==> src/rtl/aes128_mixcol.sv <==
// Serial AES MixColumns / InvMixColumns engine for one 32-bit column, sharing one GF(2^8) multiplier.
// Define AES128_MIXCOL_INV_EN to build the inverse matrix; otherwise inv_i is ignored.
module aes128_mixcol #(
  parameter int unsigned BYPASS_ONE = 1
) (
  input  logic        clk_i,
  input  logic        rst_n_i,
  input  logic        start_i,
  input  logic        inv_i,
  input  logic [31:0] col_i,
  output logic [31:0] col_o,
  output logic        valid_o,
  output logic        busy_o,
  output logic        mul_start_o,
  output logic [7:0]  mul_a_o,
  output logic [7:0]  mul_b_o,
  input  logic [7:0]  mul_result_i,
  input  logic        mul_valid_i
);

  typedef enum logic [1:0] {StIdle, StStep, StWait, StDone} state_e;

  state_e      state_q, state_d;
  logic [31:0] s_q, s_d;
  logic [31:0] col_q, col_d;
  logic [7:0]  acc_q, acc_d;
  logic [7:0]  mul_a_q, mul_a_d;
  logic [7:0]  mul_b_q, mul_b_d;
  logic [1:0]  r_q, r_d;
  logic [1:0]  k_q, k_d;

  logic [1:0]  diag;
  logic [7:0]  cur_coef;
  logic [7:0]  cur_byte;
  logic        bypass_hit;
  logic        mul_start;
  logic        advance;
  logic [7:0]  term;
  logic [7:0]  sum;
  logic        accept;

  // Both matrices are circulant: M[r][k] depends only on (k - r) mod 4.
  function automatic logic [7:0] fwd_coef(input logic [1:0] d);
    logic [7:0] c;
    unique case (d)
      2'd0: c = 8'h02;
      2'd1: c = 8'h03;
      2'd2: c = 8'h01;
      2'd3: c = 8'h01;
    endcase
    return c;
  endfunction

  assign diag   = k_q - r_q;
  assign accept = (state_q == StIdle) && start_i;

`ifdef AES128_MIXCOL_INV_EN
  logic inv_q, inv_d;

  function automatic logic [7:0] inv_coef(input logic [1:0] d);
    logic [7:0] c;
    unique case (d)
      2'd0: c = 8'h0E;
      2'd1: c = 8'h0B;
      2'd2: c = 8'h0D;
      2'd3: c = 8'h09;
    endcase
    return c;
  endfunction

  always_comb begin
    inv_d = inv_q;
    if (accept) inv_d = inv_i;
  end

  always_ff @(posedge clk_i or negedge rst_n_i) begin
    if (!rst_n_i) inv_q <= 1'b0;
    else          inv_q <= inv_d;
  end

  assign cur_coef = inv_q ? inv_coef(diag) : fwd_coef(diag);
`else
  logic unused_inv;
  assign unused_inv = inv_i;
  assign cur_coef   = fwd_coef(diag);
`endif

  always_comb begin
    unique case (k_q)
      2'd0: cur_byte = s_q[31:24];
      2'd1: cur_byte = s_q[23:16];
      2'd2: cur_byte = s_q[15:8];
      2'd3: cur_byte = s_q[7:0];
    endcase
  end

  assign bypass_hit = (BYPASS_ONE != 0) && (cur_coef == 8'h01);

  always_comb begin
    state_d   = state_q;
    s_d       = s_q;
    col_d     = col_q;
    acc_d     = acc_q;
    r_d       = r_q;
    k_d       = k_q;
    mul_a_d   = mul_a_q;
    mul_b_d   = mul_b_q;
    mul_start = 1'b0;
    advance   = 1'b0;
    term      = 8'h00;

    unique case (state_q)
      StIdle: begin
        if (start_i) begin
          s_d     = col_i;
          acc_d   = 8'h00;
          r_d     = 2'd0;
          k_d     = 2'd0;
          state_d = StStep;
        end
      end
      StStep: begin
        if (bypass_hit) begin
          term    = cur_byte;
          advance = 1'b1;
        end else begin
          mul_a_d   = cur_coef;
          mul_b_d   = cur_byte;
          mul_start = 1'b1;
          state_d   = StWait;
        end
      end
      StWait: begin
        if (mul_valid_i) begin
          term    = mul_result_i;
          advance = 1'b1;
          state_d = StStep;
        end
      end
      StDone: begin
        state_d = StIdle;
      end
      default: begin
        state_d = StIdle;
      end
    endcase

    sum = acc_q ^ term;
    if (advance) begin
      if (k_q == 2'd3) begin
        unique case (r_q)
          2'd0: col_d[31:24] = sum;
          2'd1: col_d[23:16] = sum;
          2'd2: col_d[15:8]  = sum;
          2'd3: col_d[7:0]   = sum;
        endcase
        acc_d = 8'h00;
        k_d   = 2'd0;
        r_d   = r_q + 2'd1;
        if (r_q == 2'd3) state_d = StDone;
      end else begin
        acc_d = sum;
        k_d   = k_q + 2'd1;
      end
    end
  end

  always_ff @(posedge clk_i or negedge rst_n_i) begin
    if (!rst_n_i) begin
      state_q <= StIdle;
      s_q     <= 32'h0;
      col_q   <= 32'h0;
      acc_q   <= 8'h00;
      mul_a_q <= 8'h00;
      mul_b_q <= 8'h00;
      r_q     <= 2'd0;
      k_q     <= 2'd0;
    end else begin
      state_q <= state_d;
      s_q     <= s_d;
      col_q   <= col_d;
      acc_q   <= acc_d;
      mul_a_q <= mul_a_d;
      mul_b_q <= mul_b_d;
      r_q     <= r_d;
      k_q     <= k_d;
    end
  end

  // Operands go out combinationally in the issuing cycle, then hold from the registers.
  assign mul_start_o = mul_start;
  assign mul_a_o     = mul_start ? cur_coef : mul_a_q;
  assign mul_b_o     = mul_start ? cur_byte : mul_b_q;
  assign col_o       = col_q;
  assign valid_o     = (state_q == StDone);
  assign busy_o      = (state_q != StIdle);

  a_no_start_in_wait: assert property (@(posedge clk_i) disable iff (!rst_n_i)
    (state_q == StWait) |-> !mul_start_o);
  a_valid_implies_busy: assert property (@(posedge clk_i) disable iff (!rst_n_i)
    valid_o |-> busy_o);

endmodule

==> config.mk <==
export PLATFORM = sky130hd
export DESIGN_NAME = aes128_mixcol
export DESIGN_NICKNAME = d
export VERILOG_FILES = /design/src/rtl/aes128_mixcol.sv
export SDC_FILE = /design/constraint.sdc
export NUM_CORES = 1
export LEC_CHECK = 0
export CAP_MARGIN = 20
export CORE_ASPECT_RATIO = 1.5
export CORE_MARGIN = 5
export CORE_UTILIZATION = 55
export DETAILED_ROUTE_END_ITERATION = 10
export PLACE_DENSITY = 0.84
export RECOVER_POWER = 100
export SLEW_MARGIN = 30
export SYNTH_ARGS = -nofsm -noshare
export SYNTH_HDL_FRONTEND = slang
export SYNTH_SLANG_ARGS = --single-unit
==> constraint.sdc <==
create_clock -name clk_i -period 3.37 [get_ports clk_i]
set_input_delay 0.5055 -clock clk_i [delete_from_list [all_inputs] [get_ports clk_i]]
set_output_delay 0.5055 -clock clk_i [all_outputs]
set_load 0.02 [all_outputs]
### Word-level counts from Yosys, hierarchy flattened

Index checks and enable logic that the tools add are counted.

* register bits: 94
* RAM bits: 0
* word-level logic and storage cells: 75
* memories: 0
* ROM bits: 0
* latch bits: 0
* input bits: 45

* reduce and logical (&&, ||, !) cells: 15
* mux-type cells: 31
* equality and inequality tests: 13
* div/mod/pow operators: 0
* multipliers: 0
* bitwise operators: 2
* shift-type cells: 0
* order comparisons: 0
* add/subtract/negate cells: 3

Operators with widths (number)
* 8-bit two-way mux: 8
* 8-bit case mux with 4 select lines: 1
* 2-bit two-way mux: 14
* 8-bit case mux with 3 select lines: 1
* 2-bit equality test (second input constant): 8
* 8-bit case mux with 2 select lines: 1
* 3-bit AND reduction: 4
* 2-bit by 1-bit equality test with 1-bit output (second input constant): 4
* 8-bit by 1-bit equality test with 1-bit output (second input constant): 1
* 2-bit zero test: 4
* 2-bit case mux with 4 select lines: 1
* 8-bit XOR: 1
* 2-bit AND reduction: 3
* 2-bit nonzero test: 3
* 2-bit by 1-bit adder with 2-bit output (second input constant): 2
* 1-bit two-way mux: 4
* 1-bit case mux with 2 select lines: 1
* 2-bit OR reduction: 1
* 2-bit subtractor: 1
* 1-bit inverter: 1

### Logic depth before layout (Yosys ltp)

Gate-level depths: netlist of run 1.

* depth in word-level cells: 10
* depth in mapped cells: 9
* depth with buffers taken out: 7

### Worst setup path before layout of run 1

OpenSTA, ideal clock, no wires.

* path type: register -> output
* from: register k_q[0]
* to: output mul_b_o[2]
* arrival: 1.878 ns
* required time: 2.864 ns
* cell stages (with the launch flop): 8
* buffers on the path: 2
* slack: 0.987 ns
* cells stage by stage: dfrtp_1 > inv_1 > ha_1 > xor3_2 > or2_1 > clkbuf_1 > buf_2 > mux2_1

* longest elaborated chain between the ends: 8
* elaborated cells on any way between the ends: 16
* those cells by class: 1 x add/sub; 7 x eq/ne; 5 x mux; 3 x reduce/logical

RTL lines
* start: declaration: RTL line 30 `logic [1:0] k_q, k_d;`
* start signal: assignment: RTL line 186 `k_q <= k_d;`
* 2-bit subtractor: RTL line 54 `assign diag = k_q - r_q;`
* 2-bit equality test: RTL line 45 `unique case (d)`
* 2-bit OR reduction (no line)
* 8-bit case mux with 3 select lines: RTL line 45
* 8-bit by 1-bit equality test with 1-bit output: RTL line 97 `assign bypass_hit = (BYPASS_ONE != 0) && (cur_coef == 8'h01);`
* 1-bit two-way mux: RTL line 123 `if (bypass_hit) begin`
* 1-bit two-way mux: RTL line 112 `unique case (state_q)`
* 8-bit two-way mux (*): RTL line 193 `assign mul_b_o = mul_start ? cur_byte : mul_b_q;`
* end: declaration: RTL line 16 `output logic [7:0] mul_b_o,`

Every way passes the cells marked *; elsewhere a longest branch is shown, timed or not. The select of a mux whose other input is x is not followed.

### Worst setup path in the final report of run 1

* from: register k_q[0]
* to: output mul_b_o[6]

The elaborated chain is that of the path after synthesis.

==> results of run 1 <==
sequential cells by signal (all words and copies together) (netlist names):
name / flops
col_o: 32
s_q: 32
acc_q: 8
mul_b_q: 8
k_q: 2
mul_a_q: 2
r_q: 2
state_q: 2
synth_stat cells:
cell type   n  share of area, %
a21oi_1    25               2.9
a21oi_4     1              0.37
a221o_1     8               1.8
a22oi_1     8               1.4
a22oi_2     8               2.3
a31oi_1     8               1.1
and2_1      2              0.29
and3_1      1              0.14
and3_4      1              0.26
buf_12      1              0.46
buf_2       5              0.57
buf_4       6               1.0
buf_6       2              0.52
clkbuf_1   10              0.86
conb_1      1             0.086
dfrtp_1    88                50
ha_1       13               3.7
inv_1      18               1.5
inv_2       1             0.086
mux2_1     54                14
mux2_2     19               4.9
mux2i_1     1              0.23
nand2_1    18               1.5
nand2_2     4              0.57
nand2b_1    2              0.29
nand3_1     6              0.69
nand3_2    10               2.3
nor2_1      9              0.77
nor2_8      1              0.46
nor2b_1     8               1.1
nor3_4      1              0.37
o211ai_1    1              0.17
o21a_1      1              0.17
o21ai_1     4              0.46
o22a_1      1              0.20
o22ai_1     9               1.3
or2_1       1              0.14
xor3_2      1              0.57
placed cells by master (no fill, tap or decap), types with 9 or more instances in the layout:
master and n:
clkdlybuf4s50_1 47, nor2_1 10, mux2_2 19, nand3_2 10, clkbuf_16 9, a21oi_1 25
nand2_1 22, mux2_1 54, ha_1 11, o22ai_1 9, dfrtp_1 88, inv_1 18
dlygate4sd3_1 40
worst max path at each step:
stage | depth (start not counted) | from | slack [ps] | end
3_3_place_gp | 6 | k_q[0] | 450 | mul_b_o[5]
4_1_cts | 6 | k_q[0] | 20 | mul_b_o[2]
3_5_place_dp | 6 | k_q[0] | 400 | mul_b_o[4]
6_report | 6 | k_q[0] | 150 | mul_b_o[6]
5_1_grt | 6 | k_q[0] | 30 | mul_b_o[2]
2_1_floorplan | 7 | k_q[0] | 990 | mul_b_o[2]
metal layers:
metal / GRT usage (%) / vias up / wire, um
met1: 24.42 / 1511 / 3761
met3: 4.758 / 18 / 417
met2: 36.40 / 97 / 5149
met4: 8.180 / 0 / 207
li1: - / 1432 / -
met5: 0 / - / 0
what timing repair did:
action	4_1_cts	5_1_grt
gates resized for setup	0	5
hold endpoints to repair	0	0
endpoints found under the setup margin	0	9
power by group:
part           internal, uW  switching (uW)  total [uW]
registers              1340             141        1480
logic                   696             949        1640
clock network           515             385         899
total                  2550            1470        4020
per-stage QoR:
| stage | util (%) | power, uW |
|---|---|---|
| global route | 71.16 | 4263 |
| CTS | 71.89 | 4082 |
| global placement | 68.39 | 3109 |
| floorplan | - | 2573 |
| finish | 71.16 | 4024 |
| detailed placement | 68.44 | 3172 |
final cells by class:
class	instances	share of cell area, %
sequential	88	40.14
multi-input combinational	232	35.21
tap	102	2.326
timing repair buffer	90	16.17
clock buffer	12	4.493
inverter	19	1.300
clock inverter	4	0.3649
cell families (layout without fill, tap and decap cells):
kind of cell / Yosys count / in the layout / synth area share (%)
AOI/OAI and AO/OA: 74 / 74 / 12.17
and+or+nand+nor: 64 / 64 / 8.961
buffers and inverters: 43 / 125 / 5.067
DFF: 88 / 88 / 50.39
muxes: 74 / 74 / 19.04
xor gates and xnor gates: 1 / 1 / 0.5725
other: 1 / 6 / 0.08580
adders and majority gates: 13 / 13 / 3.722
==> metrics.txt, run 1 <==
CTS tree done; worst r2r path cells 7; Netlist cell types 38; setup_tns 0 ps; fill cell count between 500 and 600; Static Leakage about 0.0026 uW; HPWL after DPL between 6000 and 7000 um; CTS H-Tree Depth 3; GRT Util Overall between 20% and 30%; worst min-delay path class flip-flop to flip-flop; dpl cells 531; Max FO, Critical Path 13; normalized max-slew margin -40.32%; Reg clk slew, reported paths 60 ps; clock buffer depth 2; worst-margin pin slew 2105 ps; CTS buffer count 9; Setup crit start kind flip-flop; reg2reg setup slack 460 ps; fin crit share between 90% and 100%; Hold Path Cell Cnt 1; Final Setup Violations 0; minimum clock period approximately 3200 ps; largest net degree at the start of global routing 89; Placed Area 5276 um^2; crit path DAT 2710 ps; slowest cell delay on critical path 660 ps; DRT antenna net count 0; Mapped Cells 358; WS Path Type flip-flop to output port; CTS Root Buffer Type clkbuf_16; top-level port count 96; Num Clock Sinks 88; post-route worst setup slack about 150 ps; total gr overflow 0; die area slightly below 10000 um^2; Cell Area, Synth approximately 4400 um^2; cts hold-fix bufs 0; r2r startpoint state_q[0]; non-filler instance count after layout 547; Layout area overhead 25.54%; first-pass GRT wire length 15650 um; Max Fclk around 0.31 GHz; DR iter-0 viols between 150 and 200; RSZ-0062 raised after global routing false; post-synthesis register bit count 88; fin. max-slew vios 89; Post CTS Setup Buffer Count 0; pre-CTS setup slack slightly below 400 ps; Max Cap Viol 1; CP endpoint kind output port; Die Y roughly 120 um; drt first pass iters 4; hold_sp col_o[16]; FF-to-FF End col_o[1]; starting density of the core 56.69%; drt drc 0; sequential cell area 2202 um^2; RePlAce Congestion 0.7890; number of buffers added on ports 88; Fin. Hold Viols 0; slowest cell on the critical path dlygate4sd3_1; clk_lat worst skew 340 ps; Die X about 83 um; post-synthesis sequential area ratio 50.39%; wire per inst about 17 um; Hold Worst Slack 483.1 ps; status finished with violations; VDD IR-drop max 0.5939 mV; Setup Skew 5.587 ps; Vias/cell roughly 5.6; drt total wl ~9500 um; final net count 498; Crit path max-delay family buffers and inverters; power per cell area 733.4 nW/um^2; WP data required between 2000 and 3000 ps; vias in the first global route approximately 3.2k; WHS Endpoint col_o[16]; crit path cell chain inv_1, ha_1, xor3_1, or2_4, mux2_1, dlygate4sd3_1; Std-Cell Rows 39; failing checks max-capacitance violations, max-slew violations; area of the multi-input gates 1932 um^2; share of layout cells above drive strength 1 between 10 and 15%; initial antenna violation count 0; n_diodes 0; final non-filler cell area 5487 um^2; total number of vias about 3.1k; crit path buf inv count 2; Core ar. 7710 um^2; YS warnings 0; Mean Syn Cell Area between 10 and 15 um^2
(Power assumes the default switching activity.)
==> run 2: changes to the inputs <==
--- a/config.mk
+++ b/config.mk
@@ -10,8 +10,10 @@
 export CORE_MARGIN = 5
 export CORE_UTILIZATION = 55
 export DETAILED_ROUTE_END_ITERATION = 10
+export MAX_ROUTING_LAYER = met4
 export PLACE_DENSITY = 0.84
 export RECOVER_POWER = 100
+export REMOVE_ABC_BUFFERS = 1
 export SLEW_MARGIN = 30
 export SYNTH_ARGS = -nofsm -noshare
 export SYNTH_HDL_FRONTEND = slang
==> run 2 against run 1 <==
  * The run still ends with max-capacitance violations, max-slew violations left
  * Largest power group unchanged
  * Clock power is 18% higher
  * Combinational power hardly changed
  * Non-clock buffer count shrank 1
  * Critical path depth did not move
  * Register-to-register slack worse by 30 ps
  * First-iteration DRC count up 23%
  * Cell area up 0.68%
==> metrics.txt, run 2 (synthesis gave the netlist of run 1 again) <==
RePlAce Congestion a little under 0.8; Setup Skew ~5.3 ps; Reg clk slew, reported paths 60 ps; hold_sp mul_a_q[1]; drt drc 0; first-pass GRT wire length 15320 um; minimum clock period 3215 ps; reg2reg setup slack 430 ps; crit path DAT 2710 ps; Layout area overhead 26.40%; CP endpoint kind output port; initial antenna violation count 0; drt total wl a little over 9000 um; HPWL after DPL 6774 um; Resized Gates After CTS 1; CTS tree done; clk_lat worst skew 340 ps; Setup crit start kind flip-flop; Die X 82.79 um; Hold Path Cell Cnt 1; Std-Cell Rows 39; Pwr Total between 4000 and 5000 uW; largest net degree at the start of global routing 89; WHS Endpoint mul_a_q[1]; highest-count cells in the layout ignoring fill and taps 88 x dfrtp_1, 54 x mux2_1, 48 x clkdlybuf4s50_1, 39 x dlygate4sd3_1, 26 x a21oi_1; CTS H-Tree Depth 3; drt first pass iters 6; Core ar. 7710 um^2; final non-filler cell area 5524 um^2; failing checks max-capacitance violations, max-slew violations; WP data required 2860 ps; power per cell area between 700 and 800 nW/um^2; starting density of the core 56.69%; vias in the first global route approximately 3.2k; Max Cap Viol 2; DR iter-0 viols 190; worst min-delay path class flip-flop to flip-flop; Post CTS Setup Buffer Count 0; fin. max-slew vios between 100 and 150; r2r startpoint state_q[0]; RSZ-0062 raised after global routing false; VDD IR-drop max 0.6962 mV; fin crit share 95.40%; setup_tns 0 ps; final net count 497; share of layout cells above drive strength 1 about an eighth; pre-CTS setup slack 363.4 ps; CTS Root Buffer Type clkbuf_16; sequential cell area 2202 um^2; GRT Util Overall 20.92%; wire per inst roughly 17 um; top-level port count 96; FF-to-FF End col_o[7]; total gr overflow 0; WS Path Type flip-flop to output port; cts hold-fix bufs 0; worst-margin pin slew about 2100 ps; worst r2r path cells 7; Die Y 119.2 um; total number of vias slightly above 3k; Num Clock Sinks 88; die area 9866 um^2; Fin. Hold Viols 0; Max FO, Critical Path 8; clock buffer depth 2; Vias/cell 5.557; number of buffers added on ports 88; n_diodes 0; post-route worst setup slack 155.1 ps; CTS buffer count 9; status finished with violations; DRT antenna net count 0; Static Leakage 0.002594 uW; Layout Utilization 71.65%; normalized max-slew margin -42.23%; Placed Area 5256 um^2; most common cell after layout, fill and taps aside dfrtp_1; Final Setup Violations 0; Max Fclk 0.3110 GHz; area of the multi-input gates 1928 um^2; fill cell count around 600
run 2: cell count changes in the layout (fill, tap and decap cells not counted), sizes merged:
cell | before | now
clkbuf | 14 | 15
buf | 1 | 0
bufinv | 0 | 2
clkdlybuf4s50 | 47 | 48
dlygate4sd3 | 40 | 39
clkinv | 4 | 1
run 2: area by class of cell:
class,count,area share (%)
multi-input cells,232,34.90
repair buffers,89,15.92
clock inverters,3,1.178
well taps,102,2.310
clock buffers,13,4.530
flip-flops and latches,88,39.86
inverters,19,1.291
run 2: worst max path at each step:
stage	start	end	slack, ps	cells past startpoint
floorplan	k_q[0]	mul_b_o[0]	1090	5
global placement	k_q[0]	mul_b_o[0]	450	6
detailed placement	k_q[0]	mul_b_o[3]	360	6
CTS	k_q[0]	mul_b_o[2]	40	6
global route	k_q[0]	mul_b_o[4]	30	6
finish	k_q[0]	mul_b_o[4]	160	6
run 2: critical path, stage by stage (launching register included):
cell and delay [ps]:
dfrtp_1 400, inv_1 140, ha_1 410, a22oi_1 150, a21oi_1 430, mux2_1 230
clkdlybuf4s50_1 610
run 2: metal layers:
metal / global-route usage, % / routed length [um] / vias to the layer above
met5: - / 0 / -
met4: 9.305 / 212 / 0
met3: 3.248 / 443 / 18
met2: 35.89 / 4998 / 80
met1: 23.41 / 3614 / 1514
li1: - / - / 1422
run 2: per-stage QoR:
| stage | hold slack, ps | cells |
|---|---|---|
| after global routing | 495.3 | 546 |
| final | 473.0 | 546 |
| after global placement | 447.8 | 530 |
| after detailed placement | 464.6 | 530 |
| after CTS | 268.2 | 546 |
| after floorplan | 209.9 | 339 |
run 2: where the power goes:
group	total [uW]	internal, uW	switching (uW)
clock	1060	669	391
sequential	1480	1340	141
combinational	1610	681	924
==> run 3: changes to the inputs <==
--- a/config.mk
+++ b/config.mk
@@ -9,6 +9,7 @@
 export CORE_ASPECT_RATIO = 1.5
 export CORE_MARGIN = 5
 export CORE_UTILIZATION = 55
+export CTS_CLUSTER_SIZE = 12
 export DETAILED_ROUTE_END_ITERATION = 10
 export MAX_ROUTING_LAYER = met4
 export PLACE_DENSITY = 0.84
==> results of run 3 <==
Final layout, timing and power as in run 2 (identical DEF).
